### config.mk
export PLATFORM = sky130hd
export DESIGN_NAME = spi_master
export DESIGN_NICKNAME = d
export VERILOG_FILES = /design/src/rtl/spi_master.sv
export SDC_FILE = /design/constraint.sdc
export NUM_CORES = 1
export LEC_CHECK = 0
export ABC_AREA = 1
export BUFFER_PORTS_ARGS = -buffer_cell sky130_fd_sc_hd__buf_2
export CAP_MARGIN = 25
export CORE_MARGIN = 5
export CORE_UTILIZATION = 52
export DETAILED_ROUTE_END_ITERATION = 10
export MAX_ROUTING_LAYER = met4
export PLACE_DENSITY = 0.74
export SYNTH_ARGS = -nofsm -noshare
export SYNTH_HDL_FRONTEND = slang
export SYNTH_SLANG_ARGS = --single-unit
export TNS_END_PERCENT = 1
### constraint.sdc
create_clock -name clk -period 1.9 [get_ports clk]
set_clock_uncertainty 0.1 [all_clocks]
set_input_delay 0.285 -clock clk [delete_from_list [all_inputs] [get_ports clk]]
set_output_delay 0.285 -clock clk [all_outputs]
set_load 0.005 [all_outputs]
### src/rtl/spi_master.sv
// spi_master: mode-0 (CPOL=0, CPHA=0) SPI master, one DATA_WIDTH-bit word per transfer,
// MSB first in both directions.
//
// Ports:
//   clk      system clock, rising edge
//   reset    synchronous, active-high reset
//   start    transfer request, sampled only while busy=0
//   tx_data  word to send, captured on the edge that accepts start
//   busy     high from acceptance until the end of the CS-high gap
//   done     one-cycle pulse when the transfer completes
//   rx_data  received word, updated with done and held until the next done
//   sck      SPI clock, idles low
//   cs       chip select, active low, idles high
//   mosi     serial data out
//   miso     serial data in, already synchronous to clk
//
// Every output is a flop; nothing combinational reaches a port.
// Timeline per transfer (D = CLK_DIV, W = DATA_WIDTH, E0 = accepting edge):
//   SETUP D cycles, then W x (HIGH D, LOW D), where the last low half-period is HOLD,
//   then GAP D cycles with cs high. done fires on entry to GAP at E0+(2W+1)D.

module spi_master #(
  parameter int unsigned DATA_WIDTH = 8,
  parameter int unsigned CLK_DIV    = 2
) (
  input  logic                  clk,
  input  logic                  reset,
  input  logic                  start,
  input  logic [DATA_WIDTH-1:0] tx_data,
  output logic                  busy,
  output logic                  done,
  output logic [DATA_WIDTH-1:0] rx_data,
  output logic                  sck,
  output logic                  cs,
  output logic                  mosi,
  input  logic                  miso
);

  localparam int unsigned PhW = (CLK_DIV > 1) ? $clog2(CLK_DIV) : 1;
  localparam int unsigned BcW = (DATA_WIDTH > 1) ? $clog2(DATA_WIDTH) : 1;

  typedef enum logic [2:0] {
    StIdle,
    StSetup,
    StHigh,
    StLow,
    StHold,
    StGap
  } state_e;

  state_e                state_q;
  logic [PhW-1:0]        phase_q;
  logic [BcW-1:0]        bit_cnt_q;
  logic [DATA_WIDTH-1:0] tx_q;
  logic [DATA_WIDTH-1:0] rx_q;

  logic                  phase_last;
  logic                  bit_last;
  logic [DATA_WIDTH-1:0] tx_shift;
  logic [DATA_WIDTH-1:0] rx_shift;

  always_comb begin
    phase_last = (phase_q == PhW'(CLK_DIV - 1));
    bit_last   = (bit_cnt_q == BcW'(DATA_WIDTH - 1));
    tx_shift   = tx_q << 1;
    rx_shift   = (rx_q << 1) | DATA_WIDTH'(miso);
  end

  always_ff @(posedge clk) begin
    if (reset) begin
      state_q   <= StIdle;
      phase_q   <= '0;
      bit_cnt_q <= '0;
      tx_q      <= '0;
      rx_q      <= '0;
      busy      <= 1'b0;
      done      <= 1'b0;
      rx_data   <= '0;
      sck       <= 1'b0;
      cs        <= 1'b1;
      mosi      <= 1'b0;
    end else begin
      done <= 1'b0;

      // Phase counter runs in every active state and wraps at each half-period boundary.
      if (state_q != StIdle) begin
        phase_q <= phase_last ? '0 : phase_q + PhW'(1);
      end

      unique case (state_q)
        StIdle: begin
          if (start) begin
            state_q   <= StSetup;
            phase_q   <= '0;
            bit_cnt_q <= '0;
            tx_q      <= tx_data;
            rx_q      <= '0;
            busy      <= 1'b1;
            cs        <= 1'b0;
            mosi      <= tx_data[DATA_WIDTH-1];
          end
        end

        StSetup: begin
          if (phase_last) begin
            state_q <= StHigh;
            sck     <= 1'b1;
            rx_q    <= rx_shift;
          end
        end

        StHigh: begin
          if (phase_last) begin
            sck <= 1'b0;
            if (bit_last) begin
              // Final falling edge: no shift, mosi keeps bit 0, and the last low
              // half-period doubles as the CS hold time.
              state_q <= StHold;
            end else begin
              state_q   <= StLow;
              tx_q      <= tx_shift;
              mosi      <= tx_shift[DATA_WIDTH-1];
              bit_cnt_q <= bit_cnt_q + BcW'(1);
            end
          end
        end

        StLow: begin
          if (phase_last) begin
            state_q <= StHigh;
            sck     <= 1'b1;
            rx_q    <= rx_shift;
          end
        end

        StHold: begin
          if (phase_last) begin
            state_q <= StGap;
            cs      <= 1'b1;
            mosi    <= 1'b0;
            rx_data <= rx_q;
            done    <= 1'b1;
          end
        end

        StGap: begin
          if (phase_last) begin
            state_q <= StIdle;
            busy    <= 1'b0;
          end
        end

        default: begin
          state_q <= StIdle;
        end
      endcase
    end
  end

endmodule

# Word level (Yosys, flattened, before mapping)
# Cells that the tools add are included.
# W data, S select, Z words.
dict set report word_totals {
  ff_bits 35
  inputBits 12
  output_inout_bits 13
}
dict set report op_classes {
  n_addsub 2
  n_eq_ne 12
  muxes 34
  n_bitwise 2
  n_reduce_logical 18
}
# op n
set ops {}
lappend ops {{$mux W3} 9}
lappend ops {{$mux W7} 3}
lappend ops {{$mux W8} 2}
lappend ops {{$pmux W8 S2} 1}
lappend ops {{$pmux W3 S5} 1}
lappend ops {{$pmux W7 S2} 1}
lappend ops {{$mux W1} 12}
lappend ops {{$reduce_and A3 Y1} 4}
lappend ops {{$ne A2 B2 Y1 const B} 5}
lappend ops {{$reduce_and A5 Y1} 2}
lappend ops {{$reduce_bool A2 Y1} 5}
lappend ops {{$eq A3 B3 Y1 const B} 3}
lappend ops {{$or A8 B1 Y8} 1}
lappend ops {{$eq A3 B2 Y1 const B} 2}
lappend ops {{$pmux W1 S2} 3}
lappend ops {{$pmux W3 S2} 1}
lappend ops {{$reduce_bool A3 Y1} 2}
lappend ops {{$reduce_and A4 Y1} 1}
lappend ops {{$reduce_or A2 Y1} 2}
lappend ops {{$add A3 B1 Y3 const B} 1}
lappend ops {{$eq A3 B1 Y1 const B} 1}
lappend ops {{$logic_not A3 Y1} 1}
lappend ops {{$pmux W1 S3} 1}
lappend ops {{$ne A2 B1 Y1 const B} 1}
lappend ops {{other kinds (3)} 3}

# Depth between registers and ports, before layout
# Gate-level depths: netlist of run 1.
dict set report logic_depth {
  word_depth 5
  mapped_depth 10
  ltp_nobuf 10
}

# Worst setup path before layout of run 1
# No wires, ideal clock.
dict set report synth_timing {
  path_type {register to register}
  start {register bit_cnt_q[0]}
  end {register tx_q[5]}
  setup_ns 0.114
  arrival_ns 1.195
  required_ns 1.686
  path_slack_ns 0.492
  stages_incl_launch_ff 10
  period_less_slack_ns 1.408
  path_cell_list {dfxtp_1 > ha_1 > ha_1 > nand2_2 > nand2_2 > nor2_4 > buf_12 > nand2_2 > nand2_1 > nor2_2}
}
dict set report synth_via {
  elab_chain_cells 3
}
# item line
set synth_rtl {}
lappend synth_rtl {{start, declared} 53} ;# logic [BcW-1:0] bit_cnt_q;
lappend synth_rtl {{start signal, assigned} 123} ;# bit_cnt_q <= bit_cnt_q + BcW'(1);
lappend synth_rtl {{$eq A3 B3 Y1} 64} ;# bit_last = (bit_cnt_q == BcW'(DATA_WIDTH - 1));
lappend synth_rtl {{$ne A2 B2 Y1 (no source line)} --}
lappend synth_rtl {{$reduce_and A4 Y1 (no source line)} --}
lappend synth_rtl {{end signal, assigned} 96} ;# tx_q <= tx_data;
lappend synth_rtl {{end signal, assigned} 121} ;# tx_q <= tx_shift;
lappend synth_rtl {{end, declared} 54} ;# logic [DATA_WIDTH-1:0] tx_q;
# Every way passes these cells.
# A chain may end at the register's enable or synchronous reset.

# Final worst setup path of run 1
# Same ends and word-level chain as after synthesis.

==> flow_metrics.env, run 1 <==
export IMPL_outcome="finished clean"
export IMPL_path_clk_slew_ns=0.10
export IMPL_cts_buffer_depth=2
export IMPL_grt_pass1_wl_microns=5210
export IMPL_seqPwrFrac_pct=34.8
export IMPL_hp_class="primary input to flip-flop"
export IMPL_seq_area_frac_synth_pct=42.8
export IMPL_synth_avg_cell_area_sq_um=7.58
export IMPL_core_area_sq_um=3030
export IMPL_cp_cell_sequence="ha_1, ha_1, nand2_2, nand2_2, nor2_4, nand2_2, nand2_1, nor2_2"
export IMPL_synth_top_area_share_pct=42.8
export IMPL_dpl_instance_area_sq_um=1740
export IMPL_swShare_pct=41.3
export IMPL_antenna_found_initial=0
export IMPL_wl_microns=2990
export IMPL_avgViaCountPerCell=4.77
export IMPL_post_dp_hpwl_microns=2140
export IMPL_setup_tns_ns=0
export IMPL_critical_path_buf_inv_count=0
export IMPL_nNetsFinal=255
export IMPL_cts_resized=0
export IMPL_gp_congestion=0.923
export IMPL_crit_family="simple AND/OR/NAND/NOR gates"
export IMPL_grt_max_degree=21
export IMPL_setup_viol=0
export IMPL_rsz0062_at_grt="false"
export IMPL_nFillCells=289
export IMPL_n_antenna_cell=0
export IMPL_wl_per_cell_microns=10.4
export IMPL_final_cell_mix="nand2_1, dfxtp_1, buf_2, nor2_1, a21oi_1"
export IMPL_syn_instance_count=216
export IMPL_port_buffers=24
export IMPL_cts_htree_levels=2
export IMPL_cts_hold_buf=0
export IMPL_synthesis_nets=230
export IMPL_synth_cell_types=26
export IMPL_r2r_slack_ns=0.21
export IMPL_start_util_pct=54.1
export IMPL_gr_total_overflow=0
export IMPL_power_switching_uw=1250
export IMPL_p_per_area_nw_per_um2=1640
export IMPL_rows=20
export IMPL_cts_tree="built"
export IMPL_final_min_clock_period_ns=1.69
export IMPL_final_area_sq_um=1840
export IMPL_area_growth_pct=12.4
export IMPL_p_leak_uw=0.000902
export IMPL_cp_slowest_stage_delay_ns=0.42
export IMPL_vias=1365
export IMPL_crit_top_cell="nand2_2"
export IMPL_root_buffer="clkbuf_4"
export IMPL_end_kind="flip-flop"
export IMPL_crit_type="flip-flop to flip-flop"
export IMPL_track_usage_pct=15.7
export IMPL_cts_setup_buffers=0
export IMPL_die_width_microns=66.1
export IMPL_worst_pin_slew_ns=0.530
export IMPL_synth_area_leaders="dfxtp_1, nand2_1, nand2_2, a21oi_1, nor2_1"
export IMPL_synth_warnings=0
export IMPL_crit_slowest_cell="nor2_4"
export IMPL_synthesis_area_sq_um=1640
export IMPL_slew_headroom_pct=64.6
export IMPL_numCtsBuffers=5
export IMPL_drive_above_1_share_pct=27.3
export IMPL_crit_arrival_ns=1.83
export IMPL_peakVddDrop_mv=0.874
export IMPL_max_cap_violations=0
export IMPL_slew_violations=0
export IMPL_numClockSinks=35
export IMPL_grt_pass1_vias=1272
export IMPL_drt_iter0_markers=75
export IMPL_yosys_area_top_type="dfxtp_1"
export IMPL_ios=25
export IMPL_final_common_cell="nand2_1"
export IMPL_die_area_sq_um=4370
export IMPL_clkLatencyLatePin_ns=0.33
export IMPL_ys_seq_elements=35
export IMPL_antenna_left=0
export IMPL_pwr_share_comb_pct=43.6
export IMPL_worstPathMaxFanout=20
export IMPL_fmax_ghz=0.590
export IMPL_crit_path_start_kind="flip-flop"
export IMPL_internal_power_uw=1770
export IMPL_worstPathRequired_ns=2.03
export IMPL_drtPass1Iterations=4
export IMPL_drcViolationCount=0
export IMPL_die_y_microns=66.1
export IMPL_clkPwrFrac_pct=21.6
export IMPL_finalHoldViolCount=0
export IMPL_fin_crit_sh_pct=89.2
-- power by group through the flow --
stage | logic [uW] | registers [uW] | clock network (uW)
after detailed placement | 1320 | 1060 | 0
after floorplan | 1320 | 1010 | 0
after CTS | 1330 | 1050 | 672
final | 1320 | 1050 | 653
after global routing | 1500 | 1080 | 700
after global placement | 1300 | 1060 | 0
-- area by class of cell --
type | count | area [sq um] | share of cell area, %
Clock buffer | 6 | 41.3 | 2.24
Clock inverter | 2 | 60.1 | 3.26
Inverter | 21 | 92.6 | 5.03
Multi-Input combinational cell | 153 | 763 | 41.5
Sequential cell | 35 | 701 | 38.1
Tap cell | 44 | 55.1 | 2.99
Timing Repair Buffer | 25 | 128 | 6.93
-- routing by layer --
metal  GRT usage [%]  wire [microns]  up-vias
met4            6.60              29        0
met3            4.59             149        4
met2            25.3            1390       29
met5               -               0        -
met1            18.3            1420      611
li1                -               -      721
-- metrics by stage --
| step | hold slack (ns) | std cells | util (%) | worst slack [ns] | total power (uW) |
|---|---|---|---|---|---|
| final | 0.106 | 286 | 60.8 | 0.205 | 3020 |
| after global routing | 0.104 | 286 | 60.8 | 0.0598 | 3280 |
| after CTS | 0.0930 | 286 | 60.8 | 0.186 | 3050 |
| after detailed placement | 0.334 | 278 | 57.4 | 0.202 | 2390 |
| after global placement | 0.328 | 278 | 57.4 | 0.241 | 2370 |
| after floorplan | 0.334 | 216 | - | 0.492 | 2330 |
-- tightest hold or removal path, cell delays in order --
cell     delay, ns
buf_2         0.10
nand2_1       0.05
a21oi_1       0.06
-- cell usage after synthesis (all sizes together) --
library cell,count
a21oi,15
a22o,8
and2,1
buf,5
bufinv,1
clkbuf,2
clkinv,2
dfxtp,35
ha,2
inv,18
nand2,83
nand3,7
nand4,1
nor2,32
o211ai,1
o21ai,2
or2,1
-- path summary, 6_finish.rpt --
kind / startpoint / cells past startpoint / to
hold / removal: miso / 3 / rx_q[0]$_SDFFE_PP0P_
setup / recovery: bit_cnt_q[0]$_SDFFE_PP0P_ / 8 / tx_q[5]$_SDFFE_PP0P_
hold reg to reg: busy$_SDFFE_PP0P_ / 2 / busy$_SDFFE_PP0P_
setup reg to reg: bit_cnt_q[0]$_SDFFE_PP0P_ / 8 / tx_q[5]$_SDFFE_PP0P_
-- registers in the layout (all words and copies together) (netlist names) --
register	cells
rx_data	8
rx_q	8
tx_q	7
bit_cnt_q	3
state_q	3
busy	1
cs	1
done	1
mosi	1
phase_last	1
sck	1
-- cells by family after synthesis --
kind of cell / Yosys count / share of synthesized area [%]
adders and majority gates: 2 / 1.53
and+or+nand+nor: 125 / 35.1
AOI/OAI and AO/OA: 26 / 9.93
buffers and inverters: 28 / 10.6
DFF: 35 / 42.8
Note: power is estimated with default switching activity, not from simulation.
==> inputs of run 2 (changes only) <==
- CORE_UTILIZATION: 52 -> 55
- PLACE_DENSITY: 0.74 -> 0.78
==> run 2 against run 1 <==
Power increased by 3.6%. Maximum frequency rose by 12%. Register-to-register slack gained 0.19 ns. Count of clock-buffer cells in the layout did not move. Non-clock buffer count increased by 2.
==> flow_metrics.env, run 2 (synthesis gave the netlist of run 1 again) <==
export IMPL_cts_htree_levels=2
export IMPL_n_antenna_cell=0
export IMPL_internal_power_uw=1860
export IMPL_peakVddDrop_mv=1.39
export IMPL_ios=25
export IMPL_grt_pass1_vias=1198
export IMPL_crit_arrival_ns=1.64
export IMPL_final_cell_mix="nand2_1, dfxtp_1, buf_2, nor2_1, a21oi_1"
export IMPL_grt_max_degree=21
export IMPL_dpl_instance_area_sq_um=1750
export IMPL_cts_hold_buf=0
export IMPL_clkLatencyLatePin_ns=0.33
export IMPL_hold_worst_slack_ns=0.108
export IMPL_p_leak_uw=0.000916
export IMPL_hp_class="primary input to flip-flop"
export IMPL_crit_path_start_kind="flip-flop"
export IMPL_nNetsFinal=257
export IMPL_place_inst=267
export IMPL_area_growth_pct=13.1
export IMPL_p_per_area_nw_per_um2=1690
export IMPL_r2r_slack_ns=0.39
export IMPL_root_buffer="clkbuf_4"
export IMPL_drtPass1Iterations=4
export IMPL_antenna_left=0
export IMPL_outcome="finished clean"
export IMPL_final_min_clock_period_ns=1.51
export IMPL_slew_headroom_pct=74.5
export IMPL_post_dp_hpwl_microns=2150
export IMPL_worst_r2r_cell_count=9
export IMPL_worstPathMaxFanout=20
export IMPL_cts_setup_buffers=0
export IMPL_antenna_found_initial=0
export IMPL_wl_per_cell_microns=10.7
export IMPL_crit_type="flip-flop to flip-flop"
export IMPL_cts_resized=0
export IMPL_start_util_pct=58.4
export IMPL_rsz0062_at_grt="false"
export IMPL_cts_tree="built"
export IMPL_pwr_share_comb_pct=45.7
export IMPL_die_y_microns=64.6
export IMPL_fin_cells=275
export IMPL_final_common_cell="nand2_1"
export IMPL_max_cap_violations=0
export IMPL_gp_congestion=0.911
export IMPL_path_clk_slew_ns=0.11
export IMPL_port_buffers=24
export IMPL_worst_pin_slew_ns=0.382
export IMPL_avgViaCountPerCell=4.91
export IMPL_fmax_ghz=0.664
export IMPL_core_area_sq_um=2810
export IMPL_finalHoldViolCount=0
export IMPL_rows=19
export IMPL_setup_viol=0
export IMPL_worstPathRequired_ns=2.03
export IMPL_slew_violations=0
export IMPL_fin_crit_sh_pct=79.3
export IMPL_track_usage_pct=16.0
export IMPL_swShare_pct=40.6
export IMPL_clkPwrFrac_pct=20.9
export IMPL_drt_iter0_markers=66
export IMPL_setup_tns_ns=0
export IMPL_largestRegisters="rx_data (8), rx_q (8), tx_q (7)"
export IMPL_die_area_sq_um=4170
export IMPL_seqPwrFrac_pct=33.4
export IMPL_drive_above_1_share_pct=27.9
export IMPL_whs_path_depth=3
export IMPL_final_area_sq_um=1850
export IMPL_numClockSinks=35
export IMPL_drcViolationCount=0
export IMPL_wl_microns=2950
export IMPL_gr_total_overflow=0
export IMPL_numCtsBuffers=5
export IMPL_vias=1351
export IMPL_cts_buffer_depth=2
export IMPL_die_width_microns=64.6
export IMPL_grt_pass1_wl_microns=5200
export IMPL_power_switching_uw=1270
export IMPL_end_kind="flip-flop"
[run 2: cell types whose count changed in the layout (fill, tap and decap cells not counted), sizes merged]
cell,delta
buf,+2
[run 2: layer usage]
layer / up-vias / wire length, microns / track usage [%] / share of wire (%)
met5: - / 0 / - / 0
met4: 0 / 41 / 6.86 / 1.4
met3: 5 / 155 / 4.15 / 5.3
met2: 35 / 1280 / 22.2 / 43
met1: 583 / 1470 / 22.1 / 50
li1: 728 / - / - / -
[run 2: final cells by class]
cell class	instances	area, sq um
clock buffer	6	41.3
clock inverter	2	60.1
fill	263	953
inverter	21	92.6
multi-input combinational	153	763
sequential	35	701
tap	31	38.8
timing repair buffer	27	155
[run 2: power by group through the flow]
stage / combinational [uW] / clock [uW] / sequential [uW]
final: 1430 / 655 / 1040
after global placement: 1410 / 0 / 1060
after detailed placement: 1430 / 0 / 1060
after floorplan: 1320 / 0 / 1010
after CTS: 1450 / 666 / 1040
after global routing: 1630 / 710 / 1080
[run 2: worst paths after layout]
check,startpoint,end
worst min register to register,busy$_SDFFE_PP0P_,busy$_SDFFE_PP0P_
worst min-delay path,miso,rx_q[0]$_SDFFE_PP0P_
worst max register to register,bit_cnt_q[0]$_SDFFE_PP0P_,tx_q[3]$_SDFFE_PP0P_
worst max-delay path,bit_cnt_q[0]$_SDFFE_PP0P_,tx_q[3]$_SDFFE_PP0P_
[run 2: critical path, cell delays in order (launching register included)]
cell     delay, ns
dfxtp_1       0.34
ha_1          0.19
ha_1          0.20
nand2_2       0.08
nand2_2       0.07
nor2_4        0.10
buf_12        0.17
nand2_2       0.05
nand2_1       0.07
nor2_2        0.04
[run 2: per-stage QoR]
step                      util [%]  setup WS, ns  total power [uW]
after floorplan                  -         0.492              2330
after global placement        62.4         0.420              2470
after detailed placement      62.4         0.399              2490
after CTS                     66.0         0.386              3160
after global routing          66.0         0.262              3420
final                         66.0         0.393              3130
==> inputs of run 3 (changes only) <==
- ABC_AREA: 1 -> 0
- CORE_UTILIZATION: 55 -> 49
- PLACE_DENSITY: 0.78 -> 0.74
- clock period: 1.9 -> 1.3 ns (I/O delays scaled with it)
==> run 3 against run 2 <==
The flow now finishes with violations (negative setup slack). Worst hold slack lost 0.093 ns. Global-route usage up 2.9 points. Worst setup slack worse by 0.76 ns. Critical path depth fell by 1. Critical endpoint is now tx_q[4]$_SDFFE_PP0P_. Largest cell class unchanged. Highest routed layer unchanged.
==> flow_metrics.env, run 3 <==
export IMPL_cts_buffer_depth=2
export IMPL_nNetsFinal=214
export IMPL_grt_pass1_wl_microns=5960
export IMPL_p_per_area_nw_per_um2=1340
export IMPL_synth_cell_types=39
export IMPL_crit_path_start_kind="flip-flop"
export IMPL_core_area_sq_um=2980
export IMPL_async_reset_ff_share_pct=0
export IMPL_r2r_slack_ns=-0.37
export IMPL_post_dp_hpwl_microns=2380
export IMPL_drive_above_1_share_pct=42.3
export IMPL_yosys_top_cells_count="dfxtp_1, nor2_1, a22oi_1, nand2_1, a22o_1"
export IMPL_wl_microns=3480
export IMPL_nFillCells=234
export IMPL_avgViaCountPerCell=5.56
export IMPL_synth_main_ff_cell="dfxtp_1"
export IMPL_wl_per_cell_microns=14.9
export IMPL_track_usage_pct=18.9
export IMPL_largestRegisters="rx_data (8), rx_q (8), tx_q (7)"
export IMPL_yosys_area_top_type="dfxtp_1"
export IMPL_max_cap_violations=0
export IMPL_cts_htree_levels=2
export IMPL_area_growth_pct=36.1
export IMPL_drtPass1Iterations=4
export IMPL_crit_arrival_ns=1.85
export IMPL_final_area_sq_um=2010
export IMPL_gp_congestion=0.755
export IMPL_fmax_ghz=0.601
export IMPL_rsz0062_at_grt="true"
export IMPL_syn_instance_count=153
export IMPL_dpl_instance_area_sq_um=1810
export IMPL_final_common_cell="dfxtp_1"
export IMPL_slew_violations=0
export IMPL_synth_enable_flop_cells=0
export IMPL_grt_pass1_vias=1353
export IMPL_outcome="finished with violations"
export IMPL_port_buffers=24
export IMPL_numClockSinks=35
export IMPL_antenna_found_initial=0
export IMPL_start_util_pct=49.5
export IMPL_fin_ws_ns=-0.365
export IMPL_yosys_cell_count_top_type="dfxtp_1"
export IMPL_synth_area_leaders="dfxtp_1, nor2_1, a22o_1, a22oi_1, mux2i_1"
export IMPL_crit_type="flip-flop to flip-flop"
export IMPL_n_antenna_cell=0
export IMPL_hp_class="primary input to flip-flop"
export IMPL_fin_crit_sh_pct=128
export IMPL_setup_viol=23
export IMPL_drt_iter0_markers=25
export IMPL_slew_headroom_pct=72.9
export IMPL_gr_total_overflow=0
export IMPL_path_clk_slew_ns=0.12
export IMPL_grt_max_degree=20
export IMPL_worstPathRequired_ns=1.48
export IMPL_vias=1302
export IMPL_violations="negative setup slack"
export IMPL_numCtsBuffers=5
export IMPL_final_min_clock_period_ns=1.67
export IMPL_rows=20
export IMPL_synthesis_area_sq_um=1480
export IMPL_final_cell_mix="dfxtp_1, buf_2, nor2_1, buf_4, nand2_1"
export IMPL_synthesis_nets=167
export IMPL_die_area_sq_um=4210
export IMPL_synth_avg_cell_area_sq_um=9.64
export IMPL_p_total_uw=2700
export IMPL_peakVddDrop_mv=1.10
export IMPL_end_kind="flip-flop"
export IMPL_hold_worst_slack_ns=0.0151
export IMPL_worstPathMaxFanout=17
export IMPL_seq_area_frac_synth_pct=47.5
export IMPL_ys_seq_elements=35
export IMPL_antenna_left=0
export IMPL_drcViolationCount=0
export IMPL_synth_top_area_share_pct=47.5
export IMPL_die_width_microns=64.9
export IMPL_pre_cts_slack_ns=-0.403
export IMPL_clkLatencyLatePin_ns=0.35
export IMPL_synth_warnings=0
export IMPL_p_leak_uw=0.000838
export IMPL_die_y_microns=64.9
export IMPL_worst_pin_slew_ns=0.406
export IMPL_root_buffer="clkbuf_4"
export IMPL_final_util_pct=67.4
export IMPL_ios=25
export IMPL_finalHoldViolCount=0
export IMPL_cts_tree="built"
[run 3: cell types whose count changed after synthesis, sizes merged, moves of 7 or more]
cell | previous run | this run
a211oi | 0 | 9
nand2b | 0 | 7
nand2 | 83 | 9
inv | 18 | 1
a22oi | 0 | 9
a21oi | 15 | 6
nor2 | 32 | 25
[run 3: path summary, 6_finish.rpt]
kind                             start                    to  cells past startpoint
min reg2reg            cs$_SDFFE_PP1P_       cs$_SDFFE_PP1P_                      2
max reg2reg  bit_cnt_q[0]$_SDFFE_PP0P_  tx_q[4]$_SDFFE_PP0P_                      8
max          bit_cnt_q[0]$_SDFFE_PP0P_  tx_q[4]$_SDFFE_PP0P_                      8
min                               miso  rx_q[0]$_SDFFE_PP0P_                      3
[run 3: cell type report]
type / instances / area (sq um) / share of cell area, %
multi-input combinational: 106 / 820 / 40.8
inverter: 1 / 3.75 / 0.187
tap: 33 / 41.3 / 2.06
clock inverter: 3 / 43.8 / 2.18
timing repair buffer: 51 / 347 / 17.3
clock buffer: 5 / 37.5 / 1.87
sequential: 35 / 716 / 35.6
[run 3: repair_timing]
item / CTS / global route
hold buffers: 0 / 0
setup endpoints to repair: 34 / 33
cloned: 0 / 0
buffers inserted: 4 / 0
pin swaps: 16 / 1
resized for setup: 19 / 7
[run 3: cell families after synthesis]
group	count (synthesis)	synth area share, %
multiplexers	7	4.83
adder cells (fa/ha/maj)	2	1.70
AO/OA/AOI/OAI	42	22.6
buffers and inverters	12	4.58
AND/OR/NAND/NOR	55	18.8
flip-flops	35	47.5
[run 3: worst max-delay path, cell delays in order, from the launching register on]
cell and delay (ns):
dfxtp_2 0.35, ha_4 0.16, ha_4 0.15, nand3b_4 0.15, a211oi_4 0.24, buf_12 0.17, buf_4 0.12, nor2_4 0.03
a211oi_2 0.12
[run 3: metrics by stage]
step / TNS, ns / cells
global placement: -6.43 / 222
detailed placement: -7.97 / 222
global route: -5.75 / 234
finish: -3.91 / 234
floorplan: -4.62 / 153
CTS: -4.07 / 234
[run 3: power by group]
| part | switching (uW) | leakage (uW) | internal, uW |
|---|---|---|---|
| sequential | 80.8 | 0.000288 | 1150 |
| clock | 390 | 0.0000452 | 405 |
| combinational | 317 | 0.000505 | 351 |
| total | 788 | 0.000838 | 1910 |
[run 3: per-layer routing]
metal  wire (microns)  GRT usage (%)  up-vias
met3              148           5.72        8
li1                 -              -      648
met4               75           10.6        0
met1             1490           20.2      617
met2             1770           31.2       29
met5                0              -        -
